[src/rtl/hps_rst_pkg.sv]
// Shared types and default timing constants for the HPS reset request sequencer.
package hps_rst_pkg;

  typedef enum logic [1:0] {
    IDLE     = 2'd0,
    ASSERT   = 2'd1,
    WAIT_RST = 2'd2,
    HOLDOFF  = 2'd3
  } state_t;

  typedef enum logic [1:0] {
    NONE  = 2'd0,
    COLD  = 2'd1,
    WARM  = 2'd2,
    DEBUG = 2'd3
  } req_t;

  localparam int DEF_DEBOUNCE_CYCLES = 50000;
  localparam int DEF_PULSE_CYCLES    = 64;
  localparam int DEF_WAIT_CYCLES     = 65535;
  localparam int DEF_HOLDOFF_CYCLES  = 1024;
  localparam int DEF_CNT_W           = 16;

endpackage

[src/rtl/hps_rst_debounce.sv]
// Two-flop synchroniser plus debounce counter for one active-low button;
// emits a single-cycle press event on a debounced 1->0 transition.
module hps_rst_debounce #(
  parameter int DEBOUNCE_CYCLES = 50000,
  parameter int CNT_W           = 16
) (
  input  logic clk,
  input  logic rst_n,
  input  logic raw_n,
  output logic press
);

  logic             sync_p0;
  logic             sync_p1;
  logic             level;
  logic [CNT_W-1:0] cnt;

  always_ff @(posedge clk or negedge rst_n) begin
    if (!rst_n) begin
      sync_p0 <= 1'b1;
      sync_p1 <= 1'b1;
      level   <= 1'b1;
      cnt     <= '0;
      press   <= 1'b0;
    end else begin
      sync_p0 <= raw_n;
      sync_p1 <= sync_p0;
      press   <= 1'b0;
      // Only an unbroken run of differing samples moves the debounced level.
      if (sync_p1 != level) begin
        if (cnt == CNT_W'(DEBOUNCE_CYCLES - 1)) begin
          level <= sync_p1;
          cnt   <= '0;
          press <= ~sync_p1;
        end else begin
          cnt <= cnt + 1'b1;
        end
      end else begin
        cnt <= '0;
      end
    end
  end

endmodule

[src/rtl/hps_reset_req_ctrl.sv]
// HPS reset request sequencer: debounce, arbitrate, pulse, track h2f_reset_n, hold off.
// Optional macro HPS_RST_STM_EN adds the stm_hwevents trace output.
module hps_reset_req_ctrl
  import hps_rst_pkg::*;
#(
  parameter int DEBOUNCE_CYCLES = DEF_DEBOUNCE_CYCLES,
  parameter int PULSE_CYCLES    = DEF_PULSE_CYCLES,
  parameter int WAIT_CYCLES     = DEF_WAIT_CYCLES,
  parameter int HOLDOFF_CYCLES  = DEF_HOLDOFF_CYCLES,
  parameter int CNT_W           = DEF_CNT_W
) (
  input  logic       clk_clk,
  input  logic       reset_reset_n,
  input  logic       cold_btn_n,
  input  logic       warm_btn_n,
  input  logic       debug_btn_n,
  input  logic       h2f_reset_n,
  output logic       f2h_cold_reset_req_n,
  output logic       f2h_warm_reset_req_n,
  output logic       f2h_debug_reset_req_n,
  output logic       busy,
  output logic [1:0] last_req,
  output logic       timeout
`ifdef HPS_RST_STM_EN
  ,
  output logic [27:0] stm_hwevents
`endif
);

  logic             cold_press, warm_press, debug_press;
  logic             h2f_p0, h2f_p1;
  state_t           state, next_state;
  req_t             arb, req_type, last_q, last_d;
  logic [CNT_W-1:0] cnt;
  logic             seen_low;
  logic             accept, pulse_done, wait_done, wait_expire, hold_done;
  logic             cold_d, warm_d, debug_d, busy_d, timeout_d;

  hps_rst_debounce #(.DEBOUNCE_CYCLES(DEBOUNCE_CYCLES), .CNT_W(CNT_W)) u_db_cold (
    .clk(clk_clk), .rst_n(reset_reset_n), .raw_n(cold_btn_n), .press(cold_press)
  );
  hps_rst_debounce #(.DEBOUNCE_CYCLES(DEBOUNCE_CYCLES), .CNT_W(CNT_W)) u_db_warm (
    .clk(clk_clk), .rst_n(reset_reset_n), .raw_n(warm_btn_n), .press(warm_press)
  );
  hps_rst_debounce #(.DEBOUNCE_CYCLES(DEBOUNCE_CYCLES), .CNT_W(CNT_W)) u_db_debug (
    .clk(clk_clk), .rst_n(reset_reset_n), .raw_n(debug_btn_n), .press(debug_press)
  );

  always_ff @(posedge clk_clk or negedge reset_reset_n) begin
    if (!reset_reset_n) begin
      h2f_p0 <= 1'b1;
      h2f_p1 <= 1'b1;
    end else begin
      h2f_p0 <= h2f_reset_n;
      h2f_p1 <= h2f_p0;
    end
  end

  // Fixed priority; losers are simply dropped.
  always_comb begin
    arb = NONE;
    if (cold_press)       arb = COLD;
    else if (warm_press)  arb = WARM;
    else if (debug_press) arb = DEBUG;
  end

  assign accept      = (state == IDLE) && (arb != NONE) && h2f_p1;
  assign pulse_done  = (state == ASSERT) && (cnt == CNT_W'(PULSE_CYCLES - 1));
  assign wait_done   = (state == WAIT_RST) && seen_low && h2f_p1;
  assign wait_expire = (state == WAIT_RST) && !wait_done && (cnt == CNT_W'(WAIT_CYCLES - 1));
  assign hold_done   = (state == HOLDOFF) && (cnt == CNT_W'(HOLDOFF_CYCLES - 1));

  always_ff @(posedge clk_clk or negedge reset_reset_n) begin
    if (!reset_reset_n) begin
      state    <= IDLE;
      cnt      <= '0;
      seen_low <= 1'b0;
    end else begin
      state <= next_state;
      if ((state != next_state) || (state == IDLE)) cnt <= '0;
      else                                          cnt <= cnt + 1'b1;
      if (state != WAIT_RST) seen_low <= 1'b0;
      else if (!h2f_p1)      seen_low <= 1'b1;
    end
  end

  always_comb begin
    next_state = state;
    case (state)
      IDLE:     if (accept) next_state = ASSERT;
      ASSERT:   if (pulse_done) next_state = (last_q == DEBUG) ? HOLDOFF : WAIT_RST;
      WAIT_RST: if (wait_done || wait_expire) next_state = HOLDOFF;
      HOLDOFF:  if (hold_done) next_state = IDLE;
      default:  next_state = IDLE;
    endcase
  end

  // Next values of the registered outputs are decoded from next_state.
  always_comb begin
    req_type  = accept ? arb : last_q;
    cold_d    = 1'b1;
    warm_d    = 1'b1;
    debug_d   = 1'b1;
    if (next_state == ASSERT) begin
      case (req_type)
        COLD:    cold_d  = 1'b0;
        WARM:    warm_d  = 1'b0;
        DEBUG:   debug_d = 1'b0;
        default: ;
      endcase
    end
    busy_d    = (next_state != IDLE);
    last_d    = accept ? arb : last_q;
    timeout_d = accept ? 1'b0 : (timeout | wait_expire);
  end

  always_ff @(posedge clk_clk or negedge reset_reset_n) begin
    if (!reset_reset_n) begin
      f2h_cold_reset_req_n  <= 1'b1;
      f2h_warm_reset_req_n  <= 1'b1;
      f2h_debug_reset_req_n <= 1'b1;
      busy                  <= 1'b0;
      last_q                <= NONE;
      timeout               <= 1'b0;
    end else begin
      f2h_cold_reset_req_n  <= cold_d;
      f2h_warm_reset_req_n  <= warm_d;
      f2h_debug_reset_req_n <= debug_d;
      busy                  <= busy_d;
      last_q                <= last_d;
      timeout               <= timeout_d;
    end
  end

  assign last_req = last_q;

`ifdef HPS_RST_STM_EN
  always_ff @(posedge clk_clk or negedge reset_reset_n) begin
    if (!reset_reset_n) begin
      stm_hwevents <= '0;
    end else begin
      stm_hwevents <= {23'd0, wait_expire, wait_done,
                       accept && (arb == DEBUG),
                       accept && (arb == WARM),
                       accept && (arb == COLD)};
    end
  end
`endif

endmodule

[config.mk]
export PLATFORM = sky130hd
export DESIGN_NAME = hps_reset_req_ctrl
export DESIGN_NICKNAME = d
export VERILOG_FILES = /design/src/rtl/hps_rst_pkg.sv /design/src/rtl/hps_rst_debounce.sv /design/src/rtl/hps_reset_req_ctrl.sv
export SDC_FILE = /design/constraint.sdc
export NUM_CORES = 1
export LEC_CHECK = 0
export CORE_UTILIZATION = 35
export DETAILED_ROUTE_END_ITERATION = 7
export GPL_TIMING_DRIVEN = 1
export PLACE_DENSITY = 0.51
export SLEW_MARGIN = 15
export SYNTH_ARGS = -nofsm -noshare
export SYNTH_HDL_FRONTEND = slang
export SYNTH_SLANG_ARGS = --single-unit
[constraint.sdc]
create_clock -name clk_clk -period 2.8 [get_ports clk_clk]
set_clock_uncertainty 0.15 [all_clocks]
set_input_delay 0.56 -clock clk_clk [delete_from_list [all_inputs] [get_ports clk_clk]]
set_output_delay 0.56 -clock clk_clk [all_outputs]
set_load 0.05 [all_outputs]
==> metrics.md, run 1 <==
| Metric | Value |
|---|---|
| Post-CTS resize count | 0 |
| Dominant cell type by area after synthesis | dfrtp_1 |
| Crit path kind | flip-flop to primary output |
| Die Span Y | 112 µm |
| Via Count | roughly 3000 |
| Antenna cells | 0 |
| Seq cells post-synth | 88 |
| Post-synthesis mux area share | 0.804% |
| Leakage | approximately 1.9 nW |
| Maximum Capacitance Violations | 0 |
| Root Buffer | clkbuf_16 |
| Slowest CP cell | clkdlybuf4s50_1 |
| Hold Crit Class | input port to async pin |
| Synth cell types | 44 |
| Post-layout util | approximately two fifths |
| Largest net degree at the start of global routing | 51 |
| Clk_lat worst skew | roughly 340 ps |
| Initial antenna violation count | 0 |
| Startpoint Class | flip-flop |
| Clk slew on worst S/H paths | 60 ps |
| Vias in the first global route | 3098 |
| First-pass GRT wire length | roughly 14000 µm |
| Pre-Repair DR Iteration Count | 6 |
| Fmax | 0.424 GHz |
| Final period util | between 80% and 90% |
| Largest family of logic cells by synthesized area | simple AND/OR/NAND/NOR gates |
| DR WL/cell | between 10 and 15 µm |
| Synth Area in Simple Gates | 25.4% |
| Syn avg cell area | 10.3 µm² |
| DR iter-0 viols | 117 |
| Remaining Overflow, GRT | 0 |
| Cell with the most instances after synthesis | dfrtp_1 |
| Drt drc | 2 |
| Layout cells sized above 1 | 12.1% |
| Synth warn | 0 |
| Complex-gate fraction of the synthesized area | 7.80% |
| Slew headroom | 63.6% |
| CTS Buf Count | 9 |
| Setup WS post-layout | 440 ps |
| Synth Area in XOR/XNOR | about a tenth |
| Hold buffer count at CTS | 0 |
| Total negative setup slack | 0 ps |
| CP max stage delay | 790 ps |
| Synth async-reset ratio | 100% |
| Cell area after layout | between 4000 and 5000 µm² |
| Total die area | 12500 µm² |
| Worst path bufs/invs | 1 |
| Dpl hpwl | 5300 µm |
| Net Count, Synth | 419 |
| Post-DP Area | 4510 µm² |
| Final setup viols | 0 |
| Cell Pwr Density | 551 nW/µm² |
| Prevailing post-synth register cell | dfrtp_1 |
| Hold slack | approximately 56 ps |
| Global placer's final weighted congestion | 0.810 |
| RSZ-0062 raised after global routing | false |
| Final ANT Viol Nets | 0 |
| Vias/cell | about 5.3 |
| Failing checks | design-rule violations |
| Post-Synth Adder-Cell Area | about 1.5% |
| Critical Path AT | 1650 ps |
| Area delta synth->final | 15.0% |
| Postcts setup bufs | 0 |
| Seq/Total Area, Yosys | a little over half |
| Htree depth | 3 |
| Longest Clk Path Bufs | 2 |
| Num ports | 13 |
| FP Rows | 39 |
| Number of synthesized flops with an enable pin | 0 |
| GRT Overall Usage | ~15% |
| Synth top cells by count | 74 x dfrtp_1, 43 x nor2_1, 26 x nand3_1, 26 x xnor2_1 |
| Top delay family on crit path | buffers and inverters |
| Core area | 11600 µm² |
| Post-synthesis cell count | 408 |
| Routed Wire Length | roughly 8000 µm |
| Critical path capture point type | primary output |
| Status | finished, violations left |
| Worst slack at placement | 456 ps |
| NumNets Final | 437 |
| Worst Max-Slew Pin Slew | approximately 540 ps |
| Critical path, cell by cell | clkdlybuf4s50_1 |
| CTS tree | yes |
| PortBufs | 12 |
| Die width | ~110 µm |
| Share of the synthesized area in the top cell type | between 40% and 50% |
| Pins Over Slew Limit | 0 |
| Cell Area, Synth | approximately 4200 µm² |
| CTS sink cnt | 88 |
| Final hold vios | 0 |
| Req. time, crit path | 2090 ps |
| Peak VDD IR | 0.302 mV |
| Initial Util | between 30 and 40% |
| Tmin final | 2360 ps |
| Most area-consuming cells after synthesis | dfrtp_1 44%, dfstp_2 8.8%, xnor2_1 5.4%, xor2_1 4.0%, nor2_1 3.8% |
| Crit Path Max Fanout | 1 |
==> registers in the layout, indices dropped and copies added, names as in the netlist, 2 cells and up <==
signal,cells
last_req,2
state,2
u_db_warm.cnt,16
u_db_debug.cnt,16
u_db_cold.cnt,16
cnt,16
==> per-stage QoR <==
step | instances | power, mW
after floorplan | 408 | 1.35
after global placement | 558 | 1.40
after detailed placement | 558 | 1.40
after CTS | 574 | 2.70
after global routing | 574 | 2.77
final | 574 | 2.66
==> logic make-up after synthesis <==
logic type	after synthesis
buffers and inverters	23
adders and majority gates	5
and+or+nand+nor	197
xor gates and xnor gates	45
AOI/OAI and AO/OA	47
muxes	3
DFF	88
==> path summary, 6_finish.rpt <==
check	startpoint	to	slack (ps)	cells after the start
min in group clk_clk	u_db_warm.sync_p0	u_db_warm.sync_p1	210	0
worst min register to register	u_db_warm.sync_p0	u_db_warm.sync_p1	210	0
worst max register to register	cnt[11]	cnt[14]	470	4
worst max-delay path	f2h_debug_reset_req_n	f2h_debug_reset_req_n	440	1
max in group asynchronous	reset_reset_n	u_db_warm.sync_p1	1750	2
worst min-delay path	reset_reset_n	u_db_debug.cnt[9]	60	1
==> cell usage in the layout (no fill, tap or decap), types with 7 or more instances in the layout <==
cell             count
or4_1               11
nand2_1             22
clkbuf_16            9
inv_1               10
xnor2_1             26
nor2_1              43
dfstp_2             14
buf_4                8
and3_1               7
clkdlybuf4s50_1     11
o21ai_0             10
a21oi_1             15
nand4_1             16
or3_1                9
nand3_1             26
nor4_1              11
xor2_1              19
dfrtp_1             74
nor3_1              22
==> metal layers <==
metal / share of wire [%] / routed length [µm] / global-route usage, % / up-vias
met5: 0 / 0 / 0 / -
met4: 1.1 / 91 / 5.41 / 0
met3: 4.2 / 336 / 4.03 / 9
met2: 46 / 3650 / 23.3 / 39
met1: 49 / 3880 / 18.7 / 1488
li1: - / - / - / 1504
==> power breakdown <==
group | internal, mW | leakage [nW] | switching, mW | total [mW]
sequential | 1.29 | 1.17 | 0.0119 | 1.30
combinational | 0.0263 | 0.590 | 0.0451 | 0.0714
clock | 0.804 | 0.152 | 0.484 | 1.29
total | 2.12 | 1.91 | 0.541 | 2.66
==> layout make-up <==
| type | instances | area, µm² |
|---|---|---|
| fillers | 1099 | 6730 |
| flip-flops and latches | 88 | 2220 |
| multi-input cells | 297 | 1890 |
| clock buffers | 11 | 243 |
| repair buffers | 20 | 190 |
| well taps | 143 | 179 |
| clock inverters | 5 | 80.1 |
| inverters | 10 | 37.5 |
Note: power is estimated with default switching activity, not from simulation.
==> run 2, diff against run 1 <==
==> constraint.sdc (replaced) <==
create_clock -name clk_clk -period 2.3 [get_ports clk_clk]
set_clock_uncertainty 0.15 [all_clocks]
set_input_delay 0.46 -clock clk_clk [delete_from_list [all_inputs] [get_ports clk_clk]]
set_output_delay 0.46 -clock clk_clk [all_outputs]
set_load 0.05 [all_outputs]
==> run 2 against run 1 <==
  * The run still ends with design-rule violations left
  * Setup slack got worse by 400 ps
  * Sequential share of layout area decreased by 0.99 points
  * Design area increased by 2.2%
  * Utilization increased by 0.92 points
  * First-iteration DRC count increased by 26%
  * Non-clock buffer count increased by 15
  * Critical path type unchanged
  * Largest cell class unchanged
==> metrics.md, run 2 (synthesized netlist as in run 1, its figures left out) <==
| Metric | Value |
|---|---|
| Most frequent cells in the layout | 74 x dfrtp_1, 43 x nor2_1, 26 x nand3_1, 26 x xnor2_1 |
| Worst path bufs/invs | 1 (unchanged) |
| Leakage | 1.99 nW (+3.9%) |
| Critical Path AT | 1650 ps (about the same) |
| RSZ-0062 raised after global routing | false |
| Root Buffer | clkbuf_16 |
| FP Rows | 39 (unchanged) |
| Clk slew on worst S/H paths | 60 ps (about the same) |
| Initial antenna violation count | 0 (unchanged) |
| Routed Wire Length | 8290 µm (+4.1%) |
| Req. time, crit path | 1690 ps (-400 ps) |
| Dpl hpwl | 5750 µm (+8.5%) |
| DR iter-0 viols | 147 (+26%) |
| Remaining Overflow, GRT | 0 (unchanged) |
| Final setup viols | 0 (unchanged) |
| Cell Pwr Density | 637 nW/µm² (+16%) |
| Critical path capture point type | primary output |
| Core area | 11600 µm² (unchanged) |
| Pins Over Slew Limit | 0 (unchanged) |
| Crit path kind | flip-flop to primary output |
| Clk_lat worst skew | 340 ps (about the same) |
| Largest net degree at the start of global routing | 37 (-27%) |
| Psw | 0.666 mW (+23%) |
| Layout cells sized above 1 | 14.8% (+2.7 points) |
| PortBufs | 12 (unchanged) |
| Slew headroom | 66.3% (+2.7 points) |
| Worst Max-Slew Pin Slew | 504 ps (-40.5 ps) |
| Fmax | between 0.4 and 0.5 GHz |
| Clk pwr share | 46.5% (-1.8 points) |
| Tmin final | around 2300 ps |
| Failing checks | design-rule violations |
| CP max stage delay | 790 ps (about the same) |
| Critical path, cell by cell | clkdlybuf4s50_1 |
| Slowest CP cell | clkdlybuf4s50_1 |
| Drt drc | 1 (-1) |
| Peak VDD IR | 0.304 mV (+0.94%) |
| Die width | 112 µm (unchanged) |
| Final ANT Viol Nets | 0 (unchanged) |
| Status | finished, violations left |
| First-pass GRT wire length | 14600 µm (+0.62%) |
| Total die area | 12500 µm² (unchanged) |
| Post-DP Area | 4630 µm² (+2.6%) |
| Vias in the first global route | 3070 (-0.90%) |
| Htree depth | 3 (unchanged) |
| Area delta synth->final | 17.5% |
| Final hold vios | 0 (unchanged) |
| Most common cell after layout, fill and taps aside | dfrtp_1 |
| Num ports | 13 (unchanged) |
| Seq pwr share | 50.5% (+1.5 points) |
| Vias/cell | 5.28 (-0.30%) |
| Combinational group share of total power | 3.0% (+0.3 points) |
| Global placer's final weighted congestion | 0.826 (+2.0%) |
| P_int | 2.48 mW (+17%) |
| Post-layout util | 42.7% (+0.92 points) |
| Total negative setup slack | 0 ps (unchanged) |
| NumNets Final | 452 (+3.4%) |
| Cell area after layout | 4940 µm² (+2.2%) |
| Pre-Repair DR Iteration Count | 7 (+1) |
| Top delay family on crit path | buffers and inverters |
| Startpoint Class | flip-flop |
| CTS sink cnt | 88 (unchanged) |
| Maximum Capacitance Violations | 0 (unchanged) |
| Longest Clk Path Bufs | 2 (unchanged) |
| Initial Util | 36.4% (unchanged) |
| Final period util | a little over nine tenths |
| Antenna cells | 0 (unchanged) |
| Sw frac | 21.2% (+0.88 points) |
| Hold Crit Class | flip-flop to flip-flop |
| CTS tree | yes |
| CTS Buf Count | 9 (unchanged) |
| GRT Overall Usage | 14.5% (+0.024 points) |
| Crit Path Max Fanout | 1 (unchanged) |
| Postcts setup bufs | 0 (unchanged) |
| Die Span Y | 112 µm (unchanged) |
| Via Count | 3110 (+2.3%) |
| DR WL/cell | 14.1 µm (+1.4%) |
## run 2: what timing repair did
item                       in CTS  in global routing
hold endpoints to repair       26                  0
hold buffers                    1                  0
resized for setup               0                  1
setup endpoints to repair       0                  1
## run 2: area by class of cell
cell class | count | area, µm²
repair buffers | 35 | 320
inverters | 10 | 37.5
clock inverters | 5 | 56.3
fillers | 1131 | 6620
clock buffers | 11 | 243
multi-input cells | 297 | 1890
flip-flops and latches | 88 | 2220
well taps | 143 | 179
## run 2: worst reg2reg max path, cell delays in order (launching register included)
cell,delay [ps]
dfrtp_1,380
or4_1,580
or4_4,570
o21ai_4,160
buf_12,160
a211oi_1,50
## run 2: power by group through the flow
stage / logic (mW) / registers [mW] / clock network [mW]
6_report: 0.0936 / 1.59 / 1.46
5_1_grt: 0.110 / 1.59 / 1.57
4_1_cts: 0.0983 / 1.59 / 1.51
3_5_place_dp: 0.0959 / 1.62 / 0
3_3_place_gp: 0.0944 / 1.62 / 0
2_1_floorplan: 0.0329 / 1.61 / 0
## run 2: final timing paths
path	start	end	slack, ps	depth (start not counted)
hold / removal	u_db_debug.sync_p0	u_db_debug.sync_p1	210	0
min in group asynchronous	reset_reset_n	u_db_warm.cnt[11]	500	2
setup reg to reg	cnt[10]	cnt[11]	120	5
hold reg to reg	u_db_debug.sync_p0	u_db_debug.sync_p1	210	0
setup / recovery	f2h_cold_reset_req_n	f2h_cold_reset_req_n	40	1
max in group asynchronous	reset_reset_n	u_db_cold.level	880	3
## run 2: layer usage
metal  wire (µm)  up-vias  global-route usage, %  part of all wire [%]
li1            -     1546                      -                     -
met1        4090     1530                   19.6                    49
met3         222        8                   3.27                   2.7
met2        3860       26                   23.0                    47
met5           0        -                      0                     0
met4         116        0                   5.41                   1.4
## run 2: per-stage QoR
step | setup WS (ps) | total power, mW | std cells | hold slack, ps
after global routing | 1.31 | 3.27 | 589 | 210
final | 38.2 | 3.15 | 589 | 205
after CTS | 2.46 | 3.20 | 589 | 206
after global placement | 153 | 1.71 | 572 | 196
after floorplan | 140 | 1.65 | 408 | 14.4
after detailed placement | 116 | 1.71 | 572 | 197
